<file path="config.mk">
export PLATFORM = sky130hd
export DESIGN_NAME = udp_tx_arbiter
export DESIGN_NICKNAME = d
export VERILOG_FILES = /design/src/rtl/udp_arb_pkg.sv /design/src/rtl/udp_arb_req_latch.sv /design/src/rtl/udp_tx_arbiter.sv
export SDC_FILE = /design/constraint.sdc
export NUM_CORES = 1
export LEC_CHECK = 0
export BUFFER_PORTS_ARGS = -buffer_cell sky130_fd_sc_hd__buf_2
export CAP_MARGIN = 10
export CELL_PAD_IN_SITES_DETAIL_PLACEMENT = 0
export CELL_PAD_IN_SITES_GLOBAL_PLACEMENT = 2
export CORE_UTILIZATION = 26
export DETAILED_ROUTE_END_ITERATION = 10
export GPL_ROUTABILITY_DRIVEN = 0
export PLACE_DENSITY = 0.75
export SYNTH_ARGS = -nofsm -noshare
export SYNTH_HDL_FRONTEND = slang
export SYNTH_HIERARCHICAL = 1
export SYNTH_SLANG_ARGS = --single-unit
export TNS_END_PERCENT = 50
</file>
<file path="constraint.sdc">
create_clock -name eth_tx_clk -period 2.3 [get_ports eth_tx_clk]
set_clock_uncertainty 0.1 [all_clocks]
set_input_delay 0.345 -clock eth_tx_clk [delete_from_list [all_inputs] [get_ports eth_tx_clk]]
set_output_delay 0.345 -clock eth_tx_clk [all_outputs]
set_load 0.01 [all_outputs]
</file>
<file path="src/rtl/udp_arb_pkg.sv">
// Shared types and constants for the two-channel UDP transmit arbiter.
package udp_arb_pkg;
  localparam int NUM_CH = 2;
  localparam int CNT_W  = 20;
  localparam int BYTE_W = 16;
  localparam int DATA_W = 32;

  typedef enum logic [1:0] {IDLE, START, SEND, GAP} arb_state_t;
endpackage

</file>
<file path="src/rtl/udp_arb_req_latch.sv">
// Per-channel request latch: pending flag, byte-count capture and the
// immediate done pulse for zero-length requests that never reach the engine.
module udp_arb_req_latch
  import udp_arb_pkg::*;
(
  input  logic              i_clk,
  input  logic              i_rst,
  input  logic              i_start_en,
  input  logic [BYTE_W-1:0] i_byte_num,
  input  logic              i_take,
  output logic              o_pending,
  output logic [BYTE_W-1:0] o_byte_num,
  output logic              o_zero_done
);

  logic              r_pending;
  logic [BYTE_W-1:0] r_byte_num;
  logic              r_zero_done;
  logic              w_nonzero_start;

  assign w_nonzero_start = i_start_en && (i_byte_num != '0);

  // NOTE: non-blocking assignments so every register samples pre-edge values.
  always_ff @(posedge i_clk or posedge i_rst) begin
    if (i_rst) begin
      r_pending   <= 1'b0;
      r_byte_num  <= '0;
      r_zero_done <= 1'b0;
    end else begin
      r_zero_done <= i_start_en && (i_byte_num == '0);
      // A fresh request arriving on the grant cycle re-arms the channel.
      if (w_nonzero_start && (!r_pending || i_take)) begin
        r_pending  <= 1'b1;
        r_byte_num <= i_byte_num;
      end else if (i_take) begin
        r_pending <= 1'b0;
      end
    end
  end

  assign o_pending   = r_pending;
  assign o_byte_num  = r_byte_num;
  assign o_zero_done = r_zero_done;

endmodule

</file>
<file path="src/rtl/udp_tx_arbiter.sv">
// Round-robin arbiter sharing one UDP TX engine between the image packetizer
// (ch0) and the command/status responder (ch1), with gap and timeout control.
module udp_tx_arbiter
  import udp_arb_pkg::*;
#(
  parameter logic [15:0]      GAP_CYCLES     = 16'd800,
  parameter logic [CNT_W-1:0] TIMEOUT_CYCLES = 20'd100000
) (
  input  logic              eth_tx_clk,
  input  logic              rst,
  input  logic              enable,
  input  logic              ch0_tx_start_en,
  input  logic [BYTE_W-1:0] ch0_tx_byte_num,
  input  logic [DATA_W-1:0] ch0_tx_data,
  output logic              ch0_tx_req,
  output logic              ch0_tx_done,
  input  logic              ch1_tx_start_en,
  input  logic [BYTE_W-1:0] ch1_tx_byte_num,
  input  logic [DATA_W-1:0] ch1_tx_data,
  output logic              ch1_tx_req,
  output logic              ch1_tx_done,
  output logic              udp_tx_start_en,
  output logic [BYTE_W-1:0] udp_tx_byte_num,
  output logic [DATA_W-1:0] udp_tx_data,
  input  logic              udp_tx_req,
  input  logic              udp_tx_done,
  output logic [1:0]        grant,
  output logic              tx_timeout
);

  localparam logic [CNT_W-1:0] GAP_LAST =
    (GAP_CYCLES == 16'd0) ? '0 : CNT_W'(GAP_CYCLES) - CNT_W'(1);

  logic [NUM_CH-1:0]             w_start_en, w_pending, w_take, w_zero_done, w_sel;
  logic [NUM_CH-1:0][BYTE_W-1:0] w_byte_in, w_count;
  arb_state_t                    r_state, w_next;
  logic [CNT_W-1:0]              r_cnt;
  logic [NUM_CH-1:0]             r_grant, r_eng_done;
  logic                          r_last;
  logic [BYTE_W-1:0]             r_byte_num;
  logic                          w_timeout, w_in_send;

  assign w_start_en = {ch1_tx_start_en, ch0_tx_start_en};
  assign w_byte_in  = {ch1_tx_byte_num, ch0_tx_byte_num};

  for (genvar g = 0; g < NUM_CH; g++) begin : g_ch
    udp_arb_req_latch u_req_latch (
      .i_clk       (eth_tx_clk),
      .i_rst       (rst),
      .i_start_en  (w_start_en[g]),
      .i_byte_num  (w_byte_in[g]),
      .i_take      (w_take[g]),
      .o_pending   (w_pending[g]),
      .o_byte_num  (w_count[g]),
      .o_zero_done (w_zero_done[g])
    );
  end

  // r_last names the channel granted most recently; ties go to the other one.
  always_comb begin
    w_sel = w_pending;
    if (w_pending == 2'b11) w_sel = r_last ? 2'b01 : 2'b10;
  end

  // NOTE: every always_comb output gets a default first so no latch is inferred.
  always_comb begin
    w_next    = r_state;
    w_timeout = 1'b0;
    case (r_state)
      IDLE:  if (enable && (|w_pending)) w_next = START;
      START: w_next = SEND;
      SEND: begin
        if (udp_tx_done) begin
          w_next = GAP;
        end else if (r_cnt == TIMEOUT_CYCLES) begin
          w_timeout = 1'b1;
          w_next    = GAP;
        end
      end
      GAP:     if (r_cnt == GAP_LAST) w_next = IDLE;
      default: w_next = IDLE;
    endcase
  end

  assign w_take = ((r_state == IDLE) && (w_next == START)) ? w_sel : '0;

  always_ff @(posedge eth_tx_clk or posedge rst) begin
    if (rst) begin
      r_state    <= IDLE;
      r_cnt      <= '0;
      r_grant    <= '0;
      r_last     <= 1'b1;
      r_byte_num <= '0;
      r_eng_done <= '0;
    end else begin
      r_state    <= w_next;
      r_eng_done <= '0;
      if (w_next != r_state)    r_cnt <= '0;
      else if (r_state != IDLE) r_cnt <= r_cnt + CNT_W'(1);
      if (|w_take) begin
        r_grant    <= w_take;
        r_last     <= w_take[1];
        r_byte_num <= w_take[1] ? w_count[1] : w_count[0];
      end
      if ((r_state == SEND) && (w_next == GAP)) begin
        r_grant <= '0;
        if (udp_tx_done) r_eng_done <= r_grant;
      end
    end
  end

  assign w_in_send = (r_state == SEND);

  always_comb begin
    udp_tx_data = '0;
    if (w_in_send) begin
      if (r_grant[0])      udp_tx_data = ch0_tx_data;
      else if (r_grant[1]) udp_tx_data = ch1_tx_data;
    end
  end

  assign ch0_tx_req      = w_in_send & r_grant[0] & udp_tx_req;
  assign ch1_tx_req      = w_in_send & r_grant[1] & udp_tx_req;
  assign ch0_tx_done     = r_eng_done[0] | w_zero_done[0];
  assign ch1_tx_done     = r_eng_done[1] | w_zero_done[1];
  assign udp_tx_start_en = (r_state == START);
  assign udp_tx_byte_num = r_byte_num;
  assign grant           = r_grant;
  assign tx_timeout      = w_timeout;

endmodule

</file>
==> impl_metrics.ini <==
[global_routing]
grt_pass1_vias = 3546
gr-total-overflow = 0
grt_max_degree = 37
track_usage = 0.141
antenna_found_initial = 0
grt_pass1_wl_um = 17700

[final_layout]
nets = 642
final_common_cell = buf_2
n_antenna_cell = 0
layout_common_cells = 158 x buf_2, 76 x dfrtp_1, 37 x nand2_1
finalCoreUtilization = 0.372
drive_gt1_frac = 0.463
area_growth_syn_to_layout_pct = 38.9
final_cell_area_mm2 = 0.00542

[placement]
placed_area_mm2 = 0.00503
dp_slack_ns = 0.199
io_buffers = 158
dp_hpwl_um = 8280

[logic_synthesis]
syn_area_mm2 = 0.00391
synthTopCellsByArea = dfrtp_1 50%, mux2_2 9.2%, a22o_1 7.2%
ys_seq_area_frac = 0.506
ys_seq_elements = 79
yosysWarnings = 6
yosysTopAreaCellShare = 0.500
synth_edf_count = 0
syn_area_per_cell_um2 = 10.8
postSynthCellCount = 361
synth_largest_area_cell = dfrtp_1
synth_ff_type = dfrtp_1
async_reset_ff_frac = 1.00
synth_fp_nets = 466
synth.distinct_cells = 40

[sta]
finalCriticalPeriod_ns = 2.25
finalHoldViolations = 0
max_freq_mhz = 445
rsz0062_at_grt = yes
setup_viol = 0
slew_viol_final = 0
tightest_slew_ns = 0.746
period_share = 0.976
slew_headroom = 0.502
timing.final.ws_setup_ns = 0.0545

[worst_setup_path]
critPathMaxFanout = 4
cp-start-kind = flip-flop
required_ns = 1.86
cp-startpoint = r_cnt[6]
path_cells = or4_4 > nor2_4 > nand2_2 > nor3_2 > buf_2
r2r_start = r_cnt[0]
arrival_ns = 1.80
critPathKind = reg -> out
cp_slowest_cell = or4_4
slowest_delay_ns = 0.54
critPathCaptureType = output pin

[clocking]
clockBufferDepth = 2
clk_latency_ns = 0.33
numCtsBuffers = 9
h-tree-depth = 3
cts_tree = yes
clockRootBuffer = clkbuf_16
clkSinkCount = 79
clk_pin_slew_ns = 0.06

[floorplan]
die_area_mm2 = 0.0155
start_util = 0.268
io_pins = 159
fp.coreArea_mm2 = 0.0146
die_h_um = 125
die_x_um = 125
rows = 44

[status]
run_status = finished, final reports clean

[detailed_routing]
wl_um = 10700
routed-via-count = 3429
drt_iter0_markers = 135
wl_per_cell_um = 14.7
vias_per_cell = 4.72
first_pass_iters = 4
drc_errors = 0
ant_nets = 0

[power]
powerDensity_mw_per_mm2 = 1060
power.leakage_uw = 0.00275
ir_worst_vdd_mv = 0.571

[worst_hold_path]
hold_class = in -> reg
hold_start = ch0_tx_byte_num[0]

[run]
cap_violations = 0
stage by stage:
stage	hold slack, ns	power [µW]	setup TNS, ns	instances
6_report	0.155	5750	0	726
5_1_grt	0.152	6150	-0.0449	726
4_1_cts	0.141	5770	-0.0356	721
3_5_place_dp	0.311	4380	0	704
3_3_place_gp	0.302	4320	0	704
2_1_floorplan	0.184	3530	0	361
report_power, final:
| group | switching, µW | internal [µW] | total, µW |
|---|---|---|---|
| clock network | 562 | 792 | 1350 |
| registers | 308 | 1870 | 2180 |
| logic | 1100 | 1110 | 2220 |
sequential cells by signal, summed over array words and instances (netlist names):
name	cells
r_state	2
grant	2
udp_tx_byte_num	16
r_last	1
g_ch.u_req_latch/o_zero_done	2
g_ch.u_req_latch/o_pending	2
r_cnt	20
g_ch.u_req_latch/o_byte_num	32
r_eng_done	2
critical path: cells and delay by family, from the launching register on:
family                 cells  cell delay (ns)
buffers and inverters      1             0.16
flip-flops                 1             0.42
AND/OR/NAND/NOR            4             0.89
cell families (layout without fill, tap and decap cells):
| group | after synthesis | count (layout) | share of synthesized area |
|---|---|---|---|
| flip-flops | 79 | 79 | 0.506 |
| AND/OR/NAND/NOR | 122 | 122 | 0.157 |
| multiplexers | 49 | 49 | 0.136 |
| AO/OA/AOI/OAI | 67 | 67 | 0.126 |
| buffers and inverters | 25 | 206 | 0.0301 |
| XOR/XNOR | 17 | 17 | 0.0381 |
| adder cells (fa/ha/maj) | 2 | 2 | 0.00641 |
final timing paths:
| check | end | slack [ns] | cells past startpoint |
|---|---|---|---|
| worst max-delay path | tx_timeout | 0.05 | 5 |
| worst min-delay path | g_ch[0].u_req_latch/o_byte_num[0] | 0.15 | 2 |
| worst max register to register | r_cnt[7] | 0.16 | 8 |
| worst min register to register | udp_tx_byte_num[7] | 0.37 | 2 |
| max in group asynchronous | g_ch[0].u_req_latch/o_byte_num[6] | 1.02 | 3 |
| min in group asynchronous | udp_tx_byte_num[14] | 0.50 | 4 |
cells in the mapped netlist (2+ instances only):
cell type	number
a22o_1	32
nor2_1	31
nand3_1	4
nand2b_1	2
nand2_1	38
nand4_1	7
xor2_1	11
or2_2	3
and3_1	6
xnor2_1	6
o21a_1	2
inv_1	10
clkbuf_1	11
dfrtp_1	78
o21ai_0	20
nor3_1	3
nor4_1	12
and4_1	2
a21oi_2	2
nand3_2	2
or4_1	3
o22ai_1	2
mux2i_1	17
ha_1	2
and2_1	2
buf_6	3
mux2_2	32
a21oi_1	6
what timing repair did:
action                     CTS  global route
pin swaps                    2             4
hold buffers                 1             0
buffers inserted             0             5
hold endpoints to repair    13             0
setup endpoints to repair   33            33
resized for setup            7             8
per-layer routing:
layer  wire (µm)  part of all wire  GRT usage  vias to the layer above
met5           0                 0          0                        -
li1            -                 -          -                     1662
met3         449             0.042     0.0314                       17
met2        5080              0.47      0.232                       88
met4         204             0.019     0.0503                        0
met1        4970              0.46      0.183                     1662
layout make-up:
type | count | area (µm²)
Fill cell | 1455 | 9170
Sequential cell | 79 | 1980
Timing Repair Buffer | 180 | 1020
Inverter | 10 | 37.5
Multi-Input combinational cell | 257 | 1870
Tap cell | 184 | 230
Clock buffer | 12 | 256
Clock inverter | 4 | 30.0
Note: power is estimated with default switching activity, not from simulation.
